==> src/rtl/fetch_unit.sv <==
// Instruction fetch front end: issues in-order imem reads, buffers PC-tagged words in a
// prefetch FIFO, and flushes/drains on a PCSrc redirect.
module fetch_unit #(
   parameter int unsigned DEPTH    = 2,
   parameter logic [31:0] RESET_PC = 32'h0000_0000
) (
   input  logic        clk,
   input  logic        reset,
   output logic        imem_req_valid,
   input  logic        imem_req_ready,
   output logic [31:0] imem_req_addr,
   input  logic        imem_rsp_valid,
   input  logic [31:0] imem_rsp_data,
   output logic [31:0] Instr,
   output logic [31:0] PCPlus8,
   output logic        instr_valid,
   input  logic        instr_ready,
   input  logic        PCSrc,
   input  logic [31:0] PCTarget
);

   localparam int unsigned PW = $clog2(DEPTH);
   localparam int unsigned CW = $clog2(DEPTH) + 1;
   localparam logic [CW:0] DEPTH_W = (CW + 1)'(DEPTH);

   typedef enum logic [0:0] {StRun, StDrain} state_e;

   state_e          state_q, state_d;
   logic [31:0]     fetch_pc_q, fetch_pc_d;
   logic [31:0]     rsp_pc_q, rsp_pc_d;
   logic [CW-1:0]   outstanding_q, outstanding_d;
   logic [CW-1:0]   drop_cnt_q, drop_cnt_d;
   logic [CW-1:0]   occ_q, occ_d;
   logic [PW-1:0]   wr_ptr_q, wr_ptr_d;
   logic [PW-1:0]   rd_ptr_q, rd_ptr_d;
   logic [31:0]     fifo_instr_q [DEPTH];
   logic [31:0]     fifo_pc8_q [DEPTH];

   logic [CW:0]     inflight;
   logic            accept;
   logic            out_dec;
   logic            drop_dec;
   logic            push;
   logic            pop;
   logic            unused_target_lsbs;

   assign unused_target_lsbs = ^PCTarget[1:0];

   // Outstanding requests plus buffered words bounds FIFO occupancy, so a push never overflows.
   assign inflight       = {1'b0, outstanding_q} + {1'b0, occ_q};
   assign imem_req_valid = !reset && (state_q == StRun) && !PCSrc && (inflight < DEPTH_W);
   assign imem_req_addr  = fetch_pc_q;
   assign accept         = imem_req_valid && imem_req_ready;

   assign out_dec  = imem_rsp_valid && (state_q == StRun) && (outstanding_q != '0);
   assign drop_dec = imem_rsp_valid && (state_q == StDrain) && (drop_cnt_q != '0);
   assign push     = out_dec && !PCSrc;
   assign pop      = instr_valid && instr_ready && !PCSrc;

   assign instr_valid = (occ_q != '0);
   assign Instr       = instr_valid ? fifo_instr_q[rd_ptr_q] : 32'h0;
   assign PCPlus8     = instr_valid ? fifo_pc8_q[rd_ptr_q] : 32'h0;

   always_comb begin
      state_d       = state_q;
      fetch_pc_d    = fetch_pc_q;
      rsp_pc_d      = rsp_pc_q;
      outstanding_d = outstanding_q;
      drop_cnt_d    = drop_cnt_q;
      occ_d         = occ_q;
      wr_ptr_d      = wr_ptr_q;
      rd_ptr_d      = rd_ptr_q;

      if (PCSrc) begin
         fetch_pc_d    = {PCTarget[31:2], 2'b00};
         rsp_pc_d      = {PCTarget[31:2], 2'b00};
         outstanding_d = '0;
         // Everything still in flight at the redirect must be thrown away when it returns.
         drop_cnt_d    = (drop_cnt_q - CW'(drop_dec)) + (outstanding_q - CW'(out_dec));
         occ_d         = '0;
         wr_ptr_d      = '0;
         rd_ptr_d      = '0;
         state_d       = (drop_cnt_d != '0) ? StDrain : StRun;
      end else begin
         if (accept) begin
            fetch_pc_d = fetch_pc_q + 32'd4;
         end
         outstanding_d = outstanding_q + CW'(accept) - CW'(out_dec);
         drop_cnt_d    = drop_cnt_q - CW'(drop_dec);
         if (push) begin
            wr_ptr_d = wr_ptr_q + 1'b1;
            rsp_pc_d = rsp_pc_q + 32'd4;
         end
         if (pop) begin
            rd_ptr_d = rd_ptr_q + 1'b1;
         end
         occ_d = occ_q + CW'(push) - CW'(pop);
         if ((state_q == StDrain) && (drop_cnt_d == '0)) begin
            state_d = StRun;
         end
      end
   end

   always_ff @(posedge clk) begin
      if (reset) begin
         state_q       <= StRun;
         fetch_pc_q    <= RESET_PC;
         rsp_pc_q      <= RESET_PC;
         outstanding_q <= '0;
         drop_cnt_q    <= '0;
         occ_q         <= '0;
         wr_ptr_q      <= '0;
         rd_ptr_q      <= '0;
      end else begin
         state_q       <= state_d;
         fetch_pc_q    <= fetch_pc_d;
         rsp_pc_q      <= rsp_pc_d;
         outstanding_q <= outstanding_d;
         drop_cnt_q    <= drop_cnt_d;
         occ_q         <= occ_d;
         wr_ptr_q      <= wr_ptr_d;
         rd_ptr_q      <= rd_ptr_d;
      end
   end

   // Storage needs no reset: the head is masked by occ_q.
   always_ff @(posedge clk) begin
      if (push && !reset) begin
         fifo_instr_q[wr_ptr_q] <= imem_rsp_data;
         fifo_pc8_q[wr_ptr_q]   <= rsp_pc_q + 32'd8;
      end
   end

endmodule
==> config.mk <==
export PLATFORM = sky130hd
export DESIGN_NAME = fetch_unit
export DESIGN_NICKNAME = d
export VERILOG_FILES = /design/src/rtl/fetch_unit.sv
export SDC_FILE = /design/constraint.sdc
export NUM_CORES = 1
export LEC_CHECK = 0
export CORE_MARGIN = 2
export CORE_UTILIZATION = 50
export CTS_CLUSTER_SIZE = 40
export DETAILED_ROUTE_END_ITERATION = 6
export PLACE_DENSITY = 0.8
export SETUP_SLACK_MARGIN = 0.15
export SYNTH_ARGS = -nofsm -noshare
export SYNTH_HDL_FRONTEND = slang
export SYNTH_SLANG_ARGS = --single-unit
export TNS_END_PERCENT = 30
==> constraint.sdc <==
create_clock -name clk -period 13 [get_ports clk]
set_clock_uncertainty 0.05 [all_clocks]
set_input_delay 2.6 -clock clk [delete_from_list [all_inputs] [get_ports clk]]
set_output_delay 2.6 -clock clk [all_outputs]
set_load 0.05 [all_outputs]
# [Word-level counts from Yosys, hierarchy flattened]
# Memories as Yosys holds them, arrays and structs flattened. A register that Yosys moved wholly into a read port is not among the register bits.
# Cells that the tools add are included.
[word_totals] regBits=73 out_inout_bits=98 in_bits=70 ram_bits=128 memories=2
[mem_list] memory="fifo_instr_q" words=2 width=32 read_ports=1 rd_clocked_by_memory_dff=1 wr=1 line_no="36" source="logic [31:0] fifo_instr_q [DEPTH];"
[mem_list] memory="fifo_pc8_q" words=2 width=32 read_ports=1 rd_clocked_by_memory_dff=1 wr=1 line_no="37" source="logic [31:0] fifo_pc8_q [DEPTH];"
[op_classes] n_reduce_logical=24 magnitude_cmp=1 bitwise=1 n_addsub=13 n_mux=16
[ops] cell="two-way mux 32 bit" count=6
[ops] cell="adder 32 x 3 -> 32 bit, second input constant" count=2
[ops] cell="adder 32 x 4 -> 32 bit, second input constant" count=1
[ops] cell="nonzero test 2 bit" count=7
[ops] cell="logical AND 1 bit" count=13
[ops] cell="two-way mux 1 bit" count=9
[ops] cell="subtractor 2 x 1 -> 2 bit" count=4
[ops] cell="adder 2 x 1 -> 2 bit" count=2
[ops] cell="adder 2 x 2 -> 3 bit" count=1
[ops] cell="< comparator 3 x 2 -> 1 bit, second input constant" count=1
[ops] cell="adder 1 bit, second input constant" count=2
[ops] cell="adder 2 bit" count=1
[ops] cell="logical NOT 1 bit" count=2
[ops] cell="logical NOT 2 bit" count=1
[ops] cell="two-way mux 2 bit" count=1
[ops] cell="OR reduction 2 bit" count=1
[ops] cell="NOT 1 bit" count=1

# [Logic depth before layout (Yosys ltp)]
[depth] word_depth=8 mapped_depth=13 mapped_depth_nobuf=11

# [Least setup slack after synthesis]
# No wires, ideal clock.
[synth_path] kind="in2reg" from="in imem_rsp_valid" to="mem fifo_instr_q[0][0], enable pin" setup_ns=0.482 arrival_ns=6.217 t_required_ns=12.468 path_slack_ns=6.251 cell_stages=5 path_cell_list="nor2b_1 > and2_1 > buf_1 > nand2_1 > nor2_1"
[synth_via] elab_chain_len=6
[synth_lines] item="start: declaration" line_no="12" source="input logic imem_rsp_valid,"
[synth_lines] item="logical AND 1 bit (2 in a row)" line_no="55" source="assign out_dec = imem_rsp_valid && (state_q == StRun) && (outstanding_q != '0);"
[synth_lines] item="logical AND 1 bit" line_no="57" source="assign push = out_dec && !PCSrc;"
[synth_lines] item="logical AND 1 bit" line_no="128" source="if (push && !reset) begin"
[synth_lines] item="two-way mux 1 bit" line_no="128"
[synth_lines] item="two-way mux 1 bit (not written as such)" line_no="129" source="fifo_instr_q[wr_ptr_q] <= imem_rsp_data;"
[synth_lines] item="end: declaration" line_no="36"
# Every way passes these cells.

# [Worst setup path in the final report]
[layout_path] from="in PCSrc" to="out imem_req_valid"
[layout_via] elab_chain_len=3
[layout_lines] item="start: declaration" line_no="18" source="input logic PCSrc,"
[layout_lines] item="logical NOT 1 bit" line_no="51" source="assign imem_req_valid = !reset && (state_q == StRun) && !PCSrc && (inflight < DEPTH_W);"
[layout_lines] item="logical AND 1 bit (2 in a row)" line_no="51"
[layout_lines] item="end: declaration" line_no="9" source="output logic imem_req_valid,"
# Every way passes these cells.

==> reports/metrics.cfg <==
[drt]
drt_first_pass_iters = 5
drt_iter0_markers = 526
route.detailed.drc = 0
vias_per_cell = 5.62
drt.antenna.violating_nets = 0
routed_wl_um = 20400
wl_per_cell_um = 17.0
via_count = 6746

[logic_synthesis]
synth_area_leaders = edfxtp_1, dfxtp_1, mux2i_1
yosysWarnings = 0
synth-seq-cells = 194
synth-edff-count = 124
post-synth-top-area-cell = edfxtp_1
ys.flop_type = edfxtp_1
synthCells = 822
synth_top_cells_by_count = edfxtp_1, nor2_1, dfxtp_1
seq_area_frac_synth_pct = 56.8
yosys.cell_types.count = 55
synth_most_common_cell = edfxtp_1
synthesis.area_um2 = 9030
syn_area_per_cell_um2 = 11.0
async_flop_share_pct = 0
yosysTopAreaCellShare_pct = 41.3

[cts]
cts_root_buf = clkbuf_16
cts_buffer_depth = 2
numCtsBuffers = 17
h-tree-depth = 4
ctsResizeCount = 0
insertion_delay_ns = 0.43
cts_setup_buffers = 0
postCtsHoldBufs = 0
clk_pin_slew_ns = 0.07
numClockSinks = 194
tritoncts = built

[cells_and_area]
diodes = 0
area_growth_pct = 26.0
drive_gt1_share_pct = 5.45
nets = 1040

[worst_setup_path]
cp-end-kind = output pin
crit_family = buffers and inverters
crit_top_cell = clkdlybuf4s50_1
cp_slowest_stage_delay_ns = 0.81
worstSetupStartpointType = input pin
critPathSlowestCell = clkdlybuf4s50_1
cp_num_buf_inv = 3
path_max_fanout = 50
cp_data_arrival_time_ns = 4.70
worstPathRequired_ns = 10.35
crit_type = in2out
cp_cell_sequence = clkdlybuf4s50_1 > buf_4 > or2_2 > nor2_1 > clkdlybuf4s50_1

[floorplan]
die_area_um2 = 19100
fp.dieW_um = 138
io-pin-count = 168
core_area_um2 = 17800
fp-row-count = 49
start_util_pct = 50.6
die_h_um = 138

[sta]
timing.final.crit_share_pct = 56.5
setup_viol = 0
finalSetupTns_ns = 0
worst_pin_slew_ns = 1.11
rsz0062_at_grt = false
drv_slew = 0
period_needed_ns = 7.35
slew_headroom_pct = 25.9
fmax_ghz = 0.136
finalHoldViolCount = 0

[power_and_ir_drop]
power_mw = 1.33
irDropWorstVdd_v = 0.000103
leakage_nw = 3.71
power.density_nw_per_um2 = 117

[global_routing]
grt_overflow = 0
grt_pass1_wl_um = 33100
antenna_found_initial = 0
track_usage_pct = 21.5
grt_max_degree = 64
grt_pass1_vias = 6317

[placed_design]
io_buffers = 161
dp_hpwl_um = 13400
gp_congestion = 0.870

[status]
status = completed

[hold_path]
min_path_type = reg2reg

[flow_run]
max_cap_viol_count = 0

layer usage:
layer	part of all wire [%]	wire (um)	up-vias	global-route usage, %
met3	7.0	1440	24	3.57
met4	1.5	311	0	6.23
met1	47	9630	3150	31.5
met2	44	9060	314	33.1
li1	-	-	3258	-
met5	0	0	-	0
per-stage QoR:
stage          utilization (%)  instance area [um^2]  hold WS, ns  cells  setup WS (ns)
3_5_place_dp              60.4                 10800        0.458   1169           5.65
2_1_floorplan                -                  9040        0.402    825           6.25
3_3_place_gp              60.4                 10800        0.434   1169           5.65
6_report                  63.7                 11400        0.463   1201           5.65
4_1_cts                   63.7                 11400        0.468   1201           5.65
5_1_grt                   63.7                 11400        0.487   1201           5.55
registers in the layout, indices dropped and copies added (netlist names), named ones only:
register	cells
drop_cnt_q	2
fifo_instr_q	64
fifo_pc8_q	60
imem_req_addr	30
occ_q	2
outstanding_q	2
rd_ptr_q	1
rsp_pc_q	30
state_q	1
wr_ptr_q	1
logic make-up (layout without fill, tap and decap cells):
kind of cell             after synthesis  count (layout)  share of synthesized area [%]
AO/OA/AOI/OAI                        112             112                           7.83
other                                  1               4                         0.0415
AND/OR/NAND/NOR                      296             296                           16.2
buffers and inverters                 70             217                           3.15
multiplexers                          66              66                           7.37
XOR/XNOR                              72              72                           6.99
adder cells (fa/ha/maj)               11              11                           1.61
flip-flops                           194             194                           56.8
placed cells by master (no fill, tap or decap), types with 3 or more instances in the layout:
master,Yosys,layout
a311oi_1,4,4
xnor2_1,44,44
nor2_4,1,3
a211oi_1,9,9
or3_1,7,7
o22ai_1,17,17
a21oi_1,29,29
xor2_1,28,28
clkdlybuf4s50_1,0,160
o21ai_0,15,15
and2_1,12,12
nor2_1,111,109
clkinv_2,0,3
dfxtp_1,70,69
and3_1,11,10
nor3_1,15,15
nor4_1,14,14
o21bai_1,4,4
and4_1,7,7
nand3_1,25,25
edfxtp_1,124,124
bufinv_16,0,3
buf_4,4,6
clkbuf_16,0,17
inv_1,16,16
clkinv_4,0,4
or4_1,3,3
a31oi_1,15,15
a22oi_1,11,11
ha_1,10,10
mux2i_1,62,62
conb_1,1,4
nand4_1,23,23
mux2_2,4,4
nand2_1,53,53
tightest hold or removal path: cells and delay by family, from the launching register on:
family	cells	cell delay, ns
flops	1	0.33
compound gates	1	0.06
simple gates	1	0.07
path summary, 6_finish.rpt:
path	slack (ns)	depth (start not counted)	from	endpoint
setup / recovery	5.65	5	PCSrc	imem_req_valid
hold / removal	0.46	2	state_q	state_q
setup reg to reg	9.71	11	outstanding_q[0]	outstanding_q[1]
hold reg to reg	0.46	2	state_q	state_q
power by group:
part	internal [mW]	switching, mW	total [mW]
combinational	0.0500	0.0676	0.118
sequential	0.668	0.0199	0.688
clock	0.303	0.224	0.527
total	1.02	0.312	1.33
final cells by class:
class                   count  area, um^2
well taps                 229         287
flip-flops and latches    194        5130
multi-input cells         561        3640
inverters                  18        67.6
repair buffers            167        1650
clock inverters            13         160
clock buffers              19         433
fillers                  1398        6470
Power figures use the tool's default switching activity.
